### config.mk
export PLATFORM = sky130hd
export DESIGN_NAME = rom_read_arbiter
export DESIGN_NICKNAME = d
export VERILOG_FILES = /design/src/rtl/rom_arb_pkg.sv /design/src/rtl/rom_arb_pick.sv /design/src/rtl/rom_read_arbiter.sv
export SDC_FILE = /design/constraint.sdc
export NUM_CORES = 1
export LEC_CHECK = 0
export ABC_CLOCK_PERIOD_IN_PS = 3800
export BUFFER_PORTS_ARGS = -buffer_cell sky130_fd_sc_hd__buf_2
export CORE_MARGIN = 2
export CORE_UTILIZATION = 35
export DETAILED_ROUTE_END_ITERATION = 7
export GPL_TIMING_DRIVEN = 0
export HOLD_SLACK_MARGIN = 0.15
export PLACE_DENSITY_LB_ADDON = 0.12
export SLEW_MARGIN = 5
export SYNTH_ARGS = -nofsm -noshare
export SYNTH_HDL_FRONTEND = slang
export SYNTH_SLANG_ARGS = --single-unit
### constraint.sdc
create_clock -name CLK -period 3.8 [get_ports CLK]
set_input_delay 0.19 -clock CLK [delete_from_list [all_inputs] [get_ports CLK]]
set_output_delay 0.19 -clock CLK [all_outputs]
set_load 0.01 [all_outputs]
### src/rtl/rom_arb_pkg.sv
// Shared types and default timing constants for the ROM read arbiter.
package rom_arb_pkg;

    typedef enum logic [2:0] {
        StInit,
        StIdle,
        StIssue,
        StWait,
        StDone
    } rom_arb_state_e;

    localparam int unsigned DEF_READ_LAT    = 3;
    localparam int unsigned DEF_INIT_CYCLES = 100;

endpackage

### src/rtl/rom_arb_pick.sv
// Combinational request picker: first requester at or after ptr (wrapping) wins.
module rom_arb_pick #(
    parameter int unsigned N_REQ = 4
) (
    input  logic [N_REQ-1:0]         req,
    input  logic [$clog2(N_REQ)-1:0] ptr,
    output logic [N_REQ-1:0]         grant,
    output logic                     found
);

    localparam int unsigned PTR_W = $clog2(N_REQ);

    logic [PTR_W-1:0] idx;

    always_comb begin
        grant = '0;
        found = 1'b0;
        idx   = '0;
        for (int unsigned i = 0; i < N_REQ; i++) begin
            idx = PTR_W'((32'(ptr) + i) % N_REQ);
            if (!found && req[idx]) begin
                grant[idx] = 1'b1;
                found      = 1'b1;
            end
        end
    end

endmodule

### src/rtl/rom_read_arbiter.sv
// Shares one fixed-latency ROM among N_REQ requesters after a power-up wait.
// Define ROM_ARB_RR_EN for round-robin arbitration; otherwise lowest index wins.
module rom_read_arbiter
    import rom_arb_pkg::*;
#(
    parameter int unsigned N_REQ       = 4,
    parameter int unsigned ADDR_W      = 8,
    parameter int unsigned DATA_W      = 8,
    parameter int unsigned READ_LAT    = DEF_READ_LAT,
    parameter int unsigned INIT_CYCLES = DEF_INIT_CYCLES
) (
    input  logic                    CLK,
    input  logic                    RST_n,
    input  logic [N_REQ-1:0]        req,
    input  logic [N_REQ*ADDR_W-1:0] req_addr,
    output logic [N_REQ-1:0]        ack,
    output logic [DATA_W-1:0]       rd_data,
    output logic                    ready,
    output logic                    rom_rd,
    output logic [ADDR_W-1:0]       rom_address,
    input  logic [DATA_W-1:0]       rom_data
);

    localparam int unsigned PTR_W   = $clog2(N_REQ);
    localparam int unsigned CNT_MAX = (INIT_CYCLES > READ_LAT) ? INIT_CYCLES : READ_LAT;
    localparam int unsigned CNT_W   = $clog2(CNT_MAX + 1);

    rom_arb_state_e    state_q, state_d;
    logic [CNT_W-1:0]  cnt_q, cnt_d;
    logic [N_REQ-1:0]  win_q, win_d;
    logic [N_REQ-1:0]  ack_q, ack_d;
    logic [DATA_W-1:0] rd_data_q, rd_data_d;
    logic              ready_q, ready_d;
    logic              rom_rd_q, rom_rd_d;
    logic [ADDR_W-1:0] rom_addr_q, rom_addr_d;

    logic [N_REQ-1:0]  grant;
    logic              found;
    logic [ADDR_W-1:0] grant_addr;
    logic [PTR_W-1:0]  ptr_sel;

`ifdef ROM_ARB_RR_EN
    logic [PTR_W-1:0] ptr_q, ptr_d, win_idx;

    always_comb begin
        win_idx = '0;
        for (int unsigned i = 0; i < N_REQ; i++) begin
            if (grant[i]) win_idx = PTR_W'(i);
        end
        ptr_d = ptr_q;
        if (state_q == StIdle && found) begin
            ptr_d = (win_idx == PTR_W'(N_REQ - 1)) ? '0 : win_idx + 1'b1;
        end
    end

    always_ff @(posedge CLK or negedge RST_n) begin
        if (!RST_n) ptr_q <= '0;
        else        ptr_q <= ptr_d;
    end

    assign ptr_sel = ptr_q;
`else
    assign ptr_sel = '0;
`endif

    rom_arb_pick #(
        .N_REQ(N_REQ)
    ) u_pick (
        .req  (req),
        .ptr  (ptr_sel),
        .grant(grant),
        .found(found)
    );

    always_comb begin
        grant_addr = '0;
        for (int unsigned i = 0; i < N_REQ; i++) begin
            grant_addr |= req_addr[i*ADDR_W +: ADDR_W] & {ADDR_W{grant[i]}};
        end
    end

    always_comb begin
        state_d    = state_q;
        cnt_d      = cnt_q;
        win_d      = win_q;
        ack_d      = '0;
        rd_data_d  = rd_data_q;
        ready_d    = ready_q;
        rom_rd_d   = 1'b0;
        rom_addr_d = rom_addr_q;
        case (state_q)
            StInit: begin
                // Also covers any ROM read left in flight by a mid-operation reset.
                if (cnt_q == CNT_W'(INIT_CYCLES - 1)) begin
                    cnt_d   = '0;
                    ready_d = 1'b1;
                    state_d = StIdle;
                end else begin
                    cnt_d = cnt_q + 1'b1;
                end
            end
            StIdle: begin
                if (found) begin
                    win_d      = grant;
                    rom_addr_d = grant_addr;
                    rom_rd_d   = 1'b1;
                    state_d    = StIssue;
                end
            end
            StIssue: begin
                cnt_d   = CNT_W'(READ_LAT);
                state_d = StWait;
            end
            StWait: begin
                if (cnt_q == '0) begin
                    rd_data_d = rom_data;
                    ack_d     = win_q;
                    state_d   = StDone;
                end else begin
                    cnt_d = cnt_q - 1'b1;
                end
            end
            StDone:  state_d = StIdle;
            default: state_d = StInit;
        endcase
    end

    always_ff @(posedge CLK or negedge RST_n) begin
        if (!RST_n) begin
            state_q    <= StInit;
            cnt_q      <= '0;
            win_q      <= '0;
            ack_q      <= '0;
            rd_data_q  <= '0;
            ready_q    <= 1'b0;
            rom_rd_q   <= 1'b0;
            rom_addr_q <= '0;
        end else begin
            state_q    <= state_d;
            cnt_q      <= cnt_d;
            win_q      <= win_d;
            ack_q      <= ack_d;
            rd_data_q  <= rd_data_d;
            ready_q    <= ready_d;
            rom_rd_q   <= rom_rd_d;
            rom_addr_q <= rom_addr_d;
        end
    end

    assign ack         = ack_q;
    assign rd_data     = rd_data_q;
    assign ready       = ready_q;
    assign rom_rd      = rom_rd_q;
    assign rom_address = rom_addr_q;

endmodule

-- Yosys cells after proc, flatten, opt, wreduce, memory -nomap -nowiden
Cells that the tools add are included.
Widths: inputs -> output; s select.
- $add $sub $neg: 2
- multiply operators: 0
- div/mod/pow operators: 0
- $lt $le $gt $ge: 0
- equality and inequality tests: 9
- shifts and indexed selects: 0
- mux-type cells: 19
- bitwise logic cells: 7
- reduce and logical (&&, ||, !) cells: 14
- operators with widths (kind ; number):
    $and 8x8->8 ; 4
    $or 8x8->8 ; 3
    $pmux 7 s3 ; 1
    $pmux 3 s5 ; 1
    $mux 7 ; 2
    $mux 3 ; 4
    $mux 4 ; 3
    $ne 2x2->1 const B ; 4
    $reduce_and 2->1 ; 4
    $add 7x1->7 const B ; 1
    $eq 7x7->1 const B ; 1
    $logic_not 7->1 ; 1
    $mux 1 ; 7
    $sub 7x1->7 const B ; 1
    $eq 3x2->1 const B ; 2
    $eq 3x1->1 const B ; 1
    $eq 3x3->1 const B ; 1
    $logic_and 1x1->1 ; 3
    $logic_not 1->1 ; 3
    $logic_not 3->1 ; 1
    $reduce_and 3->1 ; 1
    $reduce_bool 3->1 ; 1
    $mux 2 ; 1
- register bits: 36
- latch bits: 0
- RAM bits: 0
- bits in read-only memories: 0
- input bits: 46
- output and inout port bits: 22
- logic and storage cells: 59
- memories kept: 0

-- Depth between registers and ports, before layout
- depth in word-level cells: 14
- gate-level depth with buffers: 6

-- Modules after synthesis
Synthesis repeated with hierarchy kept, for this count alone.
- cells, all modules: 242
- area, all modules: 2377.3 um^2
- modules (own cells, without submodules) (module ; times used ; cells an instance ; area an instance (um^2)):
    rom_read_arbiter ; 1 ; 180 ; 1883.1
    rom_arb_pick ; 1 ; 62 ; 494.2

-- Least setup slack after synthesis
OpenSTA, ideal clock, no wires.
- kind: register -> register
- start: register cnt_q[0]
- end: register rd_data_q[0], in the netlist rd_data[0]
- setup time: 125 ps
- arrival: 1702 ps
- data required time: 3675 ps
- slack: 1973 ps
- cell stages (with the launch flop): 7
- path buffers: 0
- cell sequence: dfrtp_1 > inv_1 > ha_1 > nor4b_4 > nand2_2 > nor2_8 > mux2_4
- word-level cells in the longest chain between the ends: 2
- RTL lines (what ; line ; text):
    start: declaration ; rom_read_arbiter.sv:29 ; logic [CNT_W-1:0] cnt_q, cnt_d;
    start signal: assignment ; rom_read_arbiter.sv:140 ; cnt_q <= cnt_d;
    $logic_not 7->1 ; rom_read_arbiter.sv:115 ; if (cnt_q == '0) begin
    $reduce_and 2->1 (no source line) ; - ;
    end signal: assignment ; rom_read_arbiter.sv:143 ; rd_data_q <= rd_data_d;
    end: declaration ; rom_read_arbiter.sv:32 ; logic [DATA_W-1:0] rd_data_q, rd_data_d;
Every way passes these cells.
A chain may end at the register's enable or synchronous reset.

-- Worst setup path after layout
- start: register cnt_q[0]
- end: register rd_data_q[5], in the netlist rd_data[5]
The elaborated chain is that of the path after synthesis.

==> results by group <==
Die
  • FP Rows: 27
  • Die H: 80.43 µm
  • CORE AREA: 5574 µm²
  • DIE WIDTH: 80.43 µm
  • Initial Util: a little under two fifths
  • Die area: roughly 6500 µm²
  • # IOs: 68

Yosys
  • Register area share after synthesis: 44.06%
  • Mean area per synthesized cell: between 10 and 15 µm²
  • Synth cell types: 48
  • Synth Register Bits: 36
  • Syn Inst Count: 193
  • Yosys warns: 0
  • Ys async rst share: 100.0%
  • Top_reg_cell synth: dfrtp_1
  • Net Count, Synth: 242
  • Post-synth EDFFs: 0
  • Cell Area, Synth: 2044 µm²

Finish
  • Area growth syn-to-layout: 29.80%
  • Layout cells sized above 1: 38.99%
  • Final Net Count: between 300 and 400
  • Inserted Diodes: 0
  • Post-Layout Cell Count: 349

GRT
  • Largest net degree at the start of global routing: 37
  • Vias in the first global route: 1,685
  • Initial antenna violation count: 0
  • Grt total ovfl: 0
  • Total GRT Usage: 15.77%
  • First-pass GRT wire length: 7.928 mm

Setup path
  • Crit path DAT: 2.29 ns
  • Kind of critical path: flop to flop
  • Crit-path max FO: 10
  • Worst setup path end: rd_data[5]
  • Crit. Startpoint: cnt_q[0]
  • R2r startpoint: cnt_q[0]
  • Kind of end point of the critical path: flop
  • Reg2Reg Depth: 6
  • CP Launch Type: flop
  • Req. time, crit path: 3.97 ns
  • Setup slack, reg-to-reg: 1.68 ns
  • R2R Path End: rd_data[5]

STA
  • Final period utilization: 55.74%
  • Pins over their slew limit: 0
  • Setup violators final: 0
  • Final clock skew: 0.01294 ns
  • Period minus WS final: 2.118 ns
  • Slew margin rel.: 45.64%
  • Worst Tran Pin Value: 0.8132 ns
  • Final hold vios: 0
  • RSZ-0062 raised after global routing: no
  • Max Fclk: 0.4721 GHz
  • Setup TNS: 0 ns

CTS
  • Clk pin slew, worst setup/hold paths: roughly 0.08 ns
  • Num CTS Buffers: 5
  • # Post-CTS Setup Buffers: 0
  • Clk root buf: clkbuf_8
  • H-tree levels: 2
  • Sink Count: 36
  • Resize count post-CTS: 0
  • Clk buf depth: 2
  • CTS tree: yes
  • Worst-skew pair later-pin latency: 0.30 ns

Routing
  • Via count: 1,802
  • WL final: 5.094 mm
  • Antenna-violating nets left: 0
  • DRC violations left: 0
  • Drt wl/cell: around 15 µm
  • DR pass1 iterations: 4
  • Routed vias/inst: 5.163
  • 1st-iter DRT viols: 91

Power
  • Leak Pwr: approximately 1.3 nW
  • Worst vdd ir: 0.1629 mV
  • Total power: 734.1 µW
  • Pwr/cell area: ~280 nW/µm²

Outcome
  • Status: completed

Placed design
  • DP HPWL: 3.651 mm
  • # placed instances: approximately 330
  • GPL Wtd Cong: 0.8325
  • I/O Buffers: 67

Job
  • Max-cap viol count: 0

Worst hold path
  • Hold Path Class: input pin to flop
[metrics by stage]
step	hold WS (ns)	area [µm²]	setup WS, ns	util [%]
final	0.1773	2654	1.682	47.61
after global routing	0.1860	2654	1.549	47.61
after CTS	0.1685	2654	1.700	47.61
after detailed placement	0.3381	2470	1.732	44.31
after global placement	0.3340	2470	1.725	44.31
after floorplan	-0.1056	2044	1.973	-
[cells by family after synthesis]
| logic type | Yosys count | share of synthesized area, % |
|---|---|---|
| adders and majority gates | 3 | 1.836 |
| and+or+nand+nor | 61 | 17.63 |
| muxes | 17 | 11.57 |
| DFF | 36 | 44.06 |
| buffers and inverters | 21 | 4.896 |
| AOI/OAI and AO/OA | 55 | 20.01 |
[per-layer routing]
metal / wire (µm) / track usage (%) / vias up / part of all wire, %
met5: 0 / 0 / - / 0
met1: 2291 / 21.01 / 862 / 45
met3: 253 / 4.157 / 4 / 5.0
li1: - / - / 884 / -
met4: 29 / 5.424 / 0 / 0.57
met2: 2519 / 24.67 / 52 / 49
[where the power goes]
part           total (mW)  internal [mW]  switching (mW)
logic              0.0601         0.0318          0.0282
registers           0.383          0.383               0
clock network       0.291          0.147           0.144
[worst max-delay path: stages (launching register included)]
cell and delay (ns):
dfrtp_1 0.48, inv_1 0.14, ha_1 0.18, nor4b_4 0.36, nand2_2 0.24, nor2_8 0.26, mux2_4 0.33
[cell usage in the layout (no fill, tap or decap), types with 2 or more instances in the layout]
cell type and instances:
inv_1 8, o21ai_0 5, a31oi_1 3, and3_1 3, clkbuf_1 7, dfrtp_1 36, dlygate4sd3_1 9, o211ai_1 9
and2_1 2, a21oi_1 7, nand3_1 7, mux2_4 12, nor3_1 6, buf_6 2, nor2b_1 3, nor2_1 6
nand3b_1 2, nor4b_2 2, a22oi_1 9, nand2b_1 2, ha_1 3, nand4_1 2, o221a_2 2, mux2_2 4
buf_2 72, a41o_1 2, a211oi_1 2, clkbuf_8 6, o21ai_1 3, nand2_1 19, a311o_1 2
[how the worst min path moves through the flow]
stage	from	endpoint	slack, ns	cells past startpoint
after global placement	RST_n	cnt_q[1]	0.33	1
after detailed placement	RST_n	cnt_q[1]	0.34	1
final	req[2]	win_q[2]	0.18	3
after CTS	req[2]	win_q[2]	0.17	3
after global routing	req[2]	win_q[2]	0.19	3
after floorplan	RST_n	ack[0]	-0.11	0
[layout make-up]
class	count	area [µm²]
buffer	13	70.07
clock inverter	1	7.507
multi-input combinational	136	1044
clock buffer	7	86.33
sequential	36	900.9
timing repair buffer	76	425.4
fill	544	2920
tap	72	90.09
inverter	8	30.03
[what timing repair did]
action / CTS / global route
hold buffers: 9 / 0
setup endpoints to repair: 0 / 0
endpoints found under the hold margin: 44 / 0
[registers in the layout (all words and copies together), names as in the netlist]
signal and flops:
rom_address 8, ack 4, state_q 3, ready 1
rom_rd 1, cnt_q 7, win_q 4, rd_data 8
[cell usage after synthesis, types with 3 or more instances]
library cell / n / share of area [%]
and3_1: 3 / 0.92
mux2_2: 4 / 2.2
dfrtp_1: 36 / 44
o211ai_1: 9 / 3.3
a22oi_1: 9 / 3.3
buf_2: 5 / 1.2
a21oi_1: 7 / 1.7
clkbuf_1: 6 / 1.1
o21ai_1: 3 / 0.73
nor2_1: 6 / 1.1
mux2_4: 12 / 8.8
nand2_1: 19 / 3.5
nor3_1: 6 / 1.5
a31oi_1: 3 / 0.92
o21ai_0: 5 / 1.2
nor2b_1: 3 / 0.92
nand3_1: 7 / 1.7
ha_1: 3 / 1.8
inv_1: 8 / 1.5
Note: power is estimated with default switching activity, not from simulation.
